==> config.mk <==
export PLATFORM = sky130hd
export DESIGN_NAME = corr_sample_feeder
export DESIGN_NICKNAME = d
export VERILOG_FILES = /design/src/rtl/corr_sample_feeder.sv
export SDC_FILE = /design/constraint.sdc
export NUM_CORES = 1
export LEC_CHECK = 0
export ABC_AREA = 1
export BUFFER_PORTS_ARGS = -buffer_cell sky130_fd_sc_hd__buf_4
export CORE_UTILIZATION = 50
export CTS_CLUSTER_SIZE = 14
export DETAILED_ROUTE_END_ITERATION = 6
export PLACE_DENSITY = 0.82
export SLEW_MARGIN = 20
export SYNTH_ARGS = -nofsm -noshare
export SYNTH_HDL_FRONTEND = slang
export SYNTH_SLANG_ARGS = --single-unit
==> constraint.sdc <==
create_clock -name clk -period 2.5 [get_ports clk]
set_input_delay 0.125 -clock clk [delete_from_list [all_inputs] [get_ports clk]]
set_output_delay 0.125 -clock clk [all_outputs]
set_load 0.05 [all_outputs]
==> src/rtl/corr_sample_feeder.sv <==
// corr_sample_feeder: gathers complex 8-bit samples into a vector buffer,
// writes the vector two samples per word into the accelerator sample window,
// starts the accelerator, waits for calc-finish, and repeats INT_LENGTH times.
module corr_sample_feeder #(
    parameter int FIFO_BASE_ADDR = 99,
    parameter int TWIDTH         = 3,
    parameter int CHNUM          = 2,
    parameter int INT_LENGTH     = 10,
    parameter int IDWIDTH        = 8
) (
    input  logic               clk,
    input  logic               rst,
    input  logic               run_i,
    input  logic               smpl_valid_i,
    output logic               smpl_ready_o,
    input  logic [IDWIDTH-1:0] smpl_re_i,
    input  logic [IDWIDTH-1:0] smpl_im_i,
    output logic               mem_req_o,
    input  logic               mem_ack_i,
    output logic               mem_we_o,
    output logic [31:0]        mem_addr_o,
    output logic [31:0]        mem_wdata_o,
    output logic [3:0]         mem_be_o,
    output logic               acc_start_o,
    input  logic               acc_ready_i,
    input  logic               calc_fin_i,
    output logic               busy_o,
    output logic               done_o,
    output logic [7:0]         vec_cnt_o
);

    localparam int MUL_NUM = CHNUM * TWIDTH;
    localparam int NWORDS  = MUL_NUM / 2;
    localparam int KW      = (MUL_NUM > 1) ? $clog2(MUL_NUM) : 1;
    localparam int WW      = (NWORDS > 1) ? $clog2(NWORDS) : 1;
    localparam logic [KW-1:0] K_LAST   = KW'(MUL_NUM - 1);
    localparam logic [WW-1:0] W_LAST   = WW'(NWORDS - 1);
    localparam logic [7:0]    VEC_LAST = 8'(INT_LENGTH);

    typedef enum logic [2:0] {
        S_IDLE, S_FILL, S_WRITE, S_START, S_WAIT_FIN, S_DONE
    } state_t;

    state_t              state_q;
    logic [KW-1:0]       k_q;
    logic [WW-1:0]       w_q;
    logic                smpl_ready_q;
    logic                req_q;
    logic                start_q;
    logic                busy_q;
    logic                done_q;
    logic [7:0]          vec_cnt_q;
    logic [7:0]          vec_cnt_d;
    logic [IDWIDTH-1:0]  re_q [MUL_NUM];
    logic [IDWIDTH-1:0]  im_q [MUL_NUM];
    logic [31:0]         word_d;
    logic                smpl_hs;

    assign smpl_hs   = smpl_valid_i & smpl_ready_q;
    assign vec_cnt_d = vec_cnt_q + 8'd1;

    // Sample buffer: data only, no reset needed since contents are rewritten each vector.
    always_ff @(posedge clk) begin
        if (smpl_hs) begin
            re_q[k_q] <= smpl_re_i;
            im_q[k_q] <= smpl_im_i;
        end
    end

    // Select the packed word w: {im[2w+1], re[2w+1], im[2w], re[2w]}.
    always_comb begin
        word_d = '0;
        for (int i = 0; i < NWORDS; i++) begin
            if (w_q == WW'(i)) begin
                word_d = {im_q[2*i+1], re_q[2*i+1], im_q[2*i], re_q[2*i]};
            end
        end
    end

    // Main sequencer; every output is a register or a decode of registers.
    always_ff @(posedge clk or posedge rst) begin
        if (rst) begin
            state_q      <= S_IDLE;
            k_q          <= '0;
            w_q          <= '0;
            smpl_ready_q <= 1'b0;
            req_q        <= 1'b0;
            start_q      <= 1'b0;
            busy_q       <= 1'b0;
            done_q       <= 1'b0;
            vec_cnt_q    <= '0;
        end else begin
            start_q <= 1'b0;
            done_q  <= 1'b0;
            case (state_q)
                S_IDLE: begin
                    if (run_i) begin
                        state_q      <= S_FILL;
                        k_q          <= '0;
                        w_q          <= '0;
                        vec_cnt_q    <= '0;
                        smpl_ready_q <= 1'b1;
                        busy_q       <= 1'b1;
                    end
                end
                S_FILL: begin
                    if (smpl_hs) begin
                        if (k_q == K_LAST) begin
                            k_q          <= '0;
                            w_q          <= '0;
                            smpl_ready_q <= 1'b0;
                            req_q        <= 1'b1;
                            state_q      <= S_WRITE;
                        end else begin
                            k_q <= k_q + 1'b1;
                        end
                    end
                end
                S_WRITE: begin
                    // req stays high across words so back-to-back acks need no idle cycle
                    if (mem_ack_i) begin
                        if (w_q == W_LAST) begin
                            w_q     <= '0;
                            req_q   <= 1'b0;
                            start_q <= acc_ready_i;
                            state_q <= S_START;
                        end else begin
                            w_q <= w_q + 1'b1;
                        end
                    end
                end
                S_START: begin
                    // start pulse is registered: it follows the cycle ready was seen high
                    if (start_q) begin
                        state_q <= S_WAIT_FIN;
                    end else begin
                        start_q <= acc_ready_i;
                    end
                end
                S_WAIT_FIN: begin
                    if (calc_fin_i) begin
                        vec_cnt_q <= vec_cnt_d;
                        if (vec_cnt_d == VEC_LAST) begin
                            done_q  <= 1'b1;
                            state_q <= S_DONE;
                        end else begin
                            smpl_ready_q <= 1'b1;
                            state_q      <= S_FILL;
                        end
                    end
                end
                S_DONE: begin
                    busy_q  <= 1'b0;
                    state_q <= S_IDLE;
                end
                default: begin
                    state_q <= S_IDLE;
                end
            endcase
        end
    end

    assign smpl_ready_o = smpl_ready_q;
    assign mem_req_o    = req_q;
    assign mem_we_o     = req_q;
    assign mem_be_o     = {4{req_q}};
    assign mem_addr_o   = req_q ? (32'(FIFO_BASE_ADDR) + 32'(w_q)) : 32'd0;
    assign mem_wdata_o  = req_q ? word_d : 32'd0;
    assign acc_start_o  = start_q;
    assign busy_o       = busy_q;
    assign done_o       = done_q;
    assign vec_cnt_o    = vec_cnt_q;

endmodule

==> impl_metrics.py <==
metrics = {
    "timing": {
        "slew_violations": 0,
        "finalSetupViolations": 0,
        "max_clock_freq_mhz": 417.2,
        "slew_headroom_pct": 46.08,
        "whs_ns": 0.04722,
        "finalCritPeriodShare_pct": 95.87,
        "fin_ws_ns": 0.1033,
        "tightest_slew_ns": 0.8079,
        "hold_viol": 0,
        "skew_ns": 0.008729,
        "period_needed_ns": 2.397,
        "tns_ns": 0,
    },
    "outcome": {
        "status": "finished clean",
    },
    "global_route": {
        "grtUsageTotal_pct": 22.85,
        "grt_pass1_wl_um": 17620,
        "antenna_found_initial": 0,
        "grt_max_degree": 42,
        "grt_pass1_vias": 3503,
        "globalRouteOverflowTotal": 0,
    },
    "critical_path": {
        "crit_start": "w_q[0]",
        "slowest_stage": "dfrtp_1",
        "cp_cell_sequence": "inv_1 -> ha_1 -> buf_4 -> a21oi_1 -> a21oi_1 -> buf_4",
        "r2r_start": "w_q[0]",
        "cp-end-kind": "primary output",
        "startpoint_type": "register",
        "path_buf_inv": 3,
        "arrival_ns": 2.27,
        "critPathMaxStageDelay_ns": 0.41,
        "worstPathMaxFanout": 33,
        "cp.required_ns": 2.38,
        "critPathTopFamily": "buffers and inverters",
        "crit_type": "register to primary output",
    },
    "cells_and_area": {
        "drive_gt1_share_pct": 24.42,
        "area_growth_pct": 28.06,
        "fin_nets": 583,
        "fill_cells": 690,
        "multi_input_area_um2": 1368,
        "antenna_cells": 0,
        "seqCellArea_um2": 3408,
    },
    "job": {
        "drv_cap": 0,
    },
    "cts": {
        "root_buffer": "clkbuf_8",
        "numCtsBuffers": 17,
        "cts_max_level": 4,
        "clkLatencyLatePin_ns": 0.51,
        "clk_pin_slew_ns": 0.06,
        "cts_tree": "done",
        "ctsLongestPathBuffers": 2,
        "cts_sinks": 117,
    },
    "logic_synthesis": {
        "synth_top_area_share_pct": 56.32,
        "yosys_register_bits": 117,
        "synth_largest_area_cell": "edfxtp_1",
        "synth_edf_count": 96,
        "synthTopCellsByCount": "edfxtp_1, a21oi_1, nand2_1",
        "synth.area.top_cells": "edfxtp_1, dfrtp_1, a21oi_1",
        "synthesis.area_um2": 5119,
        "syn_area_per_cell_um2": 11.37,
        "postSynthCellCount": 450,
        "async_flop_share_pct": 17.95,
        "synthFlopType": "edfxtp_1",
        "synth_cell_types": 29,
        "yosysWarnings": 0,
        "synth_seq_area_share_pct": 66.59,
        "synth.most_common_cell": "edfxtp_1",
    },
    "place": {
        "gp_congestion": 0.8871,
        "hpwlAfterDp_um": 6856,
        "port_buffers": 77,
        "dpl_worst_slack_ns": 0.6189,
    },
    "min_path": {
        "min-delay-start": "run_i",
        "hold_path.class": "input pin to register",
    },
    "power_and_ir_drop": {
        "ir_drop_uv": 579.3,
        "p_total_mw": 7.742,
        "p_per_area_nw_per_um2": 1181,
        "power.leakage_nw": 2.663,
    },
    "drt": {
        "via_per_inst": 5.216,
        "ant_nets": 0,
        "vias": 3641,
        "drc": 0,
        "drtIter0Drc": 230,
        "wl_per_cell_um": 16.28,
        "wirelength_um": 11360,
        "first_pass_iters": 4,
    },
    "floorplanning": {
        "die_area_um2": 10650,
        "rows": 36,
        "die_h_um": 103.2,
        "die_w_um": 103.2,
        "top_level_ports": 105,
        "start_util_pct": 51.89,
        "coreArea_um2": 9864,
    },
}
[worst paths after layout]
path	endpoint	slack, ns	cells after the start
min in group asynchronous	state_q[0]	0.34	3
max in group asynchronous	mem_req_o	1.65	3
hold reg to reg	mem_req_o	0.47	2
hold / removal	busy_o	0.05	5
setup / recovery	mem_wdata_o[6]	0.10	6
setup reg to reg	acc_start_o	0.49	6
[timing repair]
action | 4_1_cts | 5_1_grt
buffers inserted | 0 | 0
gates resized for setup | 0 | 3
setup endpoints to repair | 0 | 13
hold endpoints to repair | 119 | 0
hold buffers | 20 | 0
[power by group]
part	total, mW	leakage [nW]	internal [mW]	switching [mW]
combinational	2.68	1.23	0.753	1.93
sequential	2.62	1.15	2.42	0.197
clock	2.44	0.278	1.61	0.837
[through the flow]
stage                     cell area (um^2)  std cells  utilization (%)
after detailed placement              5742        647            58.21
final                                 6555        698            66.45
after global routing                  6555        698            66.45
after CTS                             6544        698            66.34
after floorplan                       5216        476                -
after global placement                5742        647            58.21
[registers in the layout, summed over array words and instances (netlist names)]
| register | count |
|---|---|
| im_q | 48 |
| re_q | 48 |
| vec_cnt_o | 8 |
| k_q | 3 |
| state_q | 3 |
| w_q | 2 |
| acc_start_o | 1 |
| busy_o | 1 |
| done_o | 1 |
| mem_req_o | 1 |
| smpl_ready_o | 1 |
[routing by layer]
layer  up-vias  wire length (um)  track usage, %
met5         -                 0               0
met4         0               138           10.29
met3         9               700           4.234
met2       160              5832           37.90
met1      1748              4692           29.56
li1       1724                 -               -
[tightest hold or removal path: cells and delay by family]
kind / cells / cell delay [ns]
buf+inv: 3 / 0.26
simple gates: 2 / 0.13
[cell type report]
type,count,area share [%]
Inverter,33,1.890
Sequential cell,117,51.99
Tap cell,133,2.539
Clock inverter,13,2.806
Multi-Input combinational cell,274,20.86
Clock buffer,18,6.375
Timing Repair Buffer,110,13.53
[cells by family (layout without fill, tap and decap cells)]
| group | Yosys count | after routing | share of synthesized area, % |
|---|---|---|---|
| AOI/OAI and AO/OA | 120 | 120 | 12.27 |
| and+or+nand+nor | 120 | 120 | 10.46 |
| DFF | 117 | 117 | 66.59 |
| buffers and inverters | 85 | 174 | 8.897 |
| adders and majority gates | 7 | 7 | 1.711 |
| other | 1 | 27 | 0.07326 |
[layout by cell type, fill, tap and decap left out, drive strengths merged]
cell	n
nand3	21
o21ai	40
o32ai	2
nor2	25
o22ai	7
a21oi	69
o211ai	1
clkinvlp	4
buf	90
ha	7
bufinv	4
nor3	3
inv	33
nand2	69
nand4	2
conb	27
dlygate4sd3	20
a31oi	1
dfrtp	21
edfxtp	96
clkbuf	18
clkinv	5
Note: power is estimated with default switching activity, not from simulation.
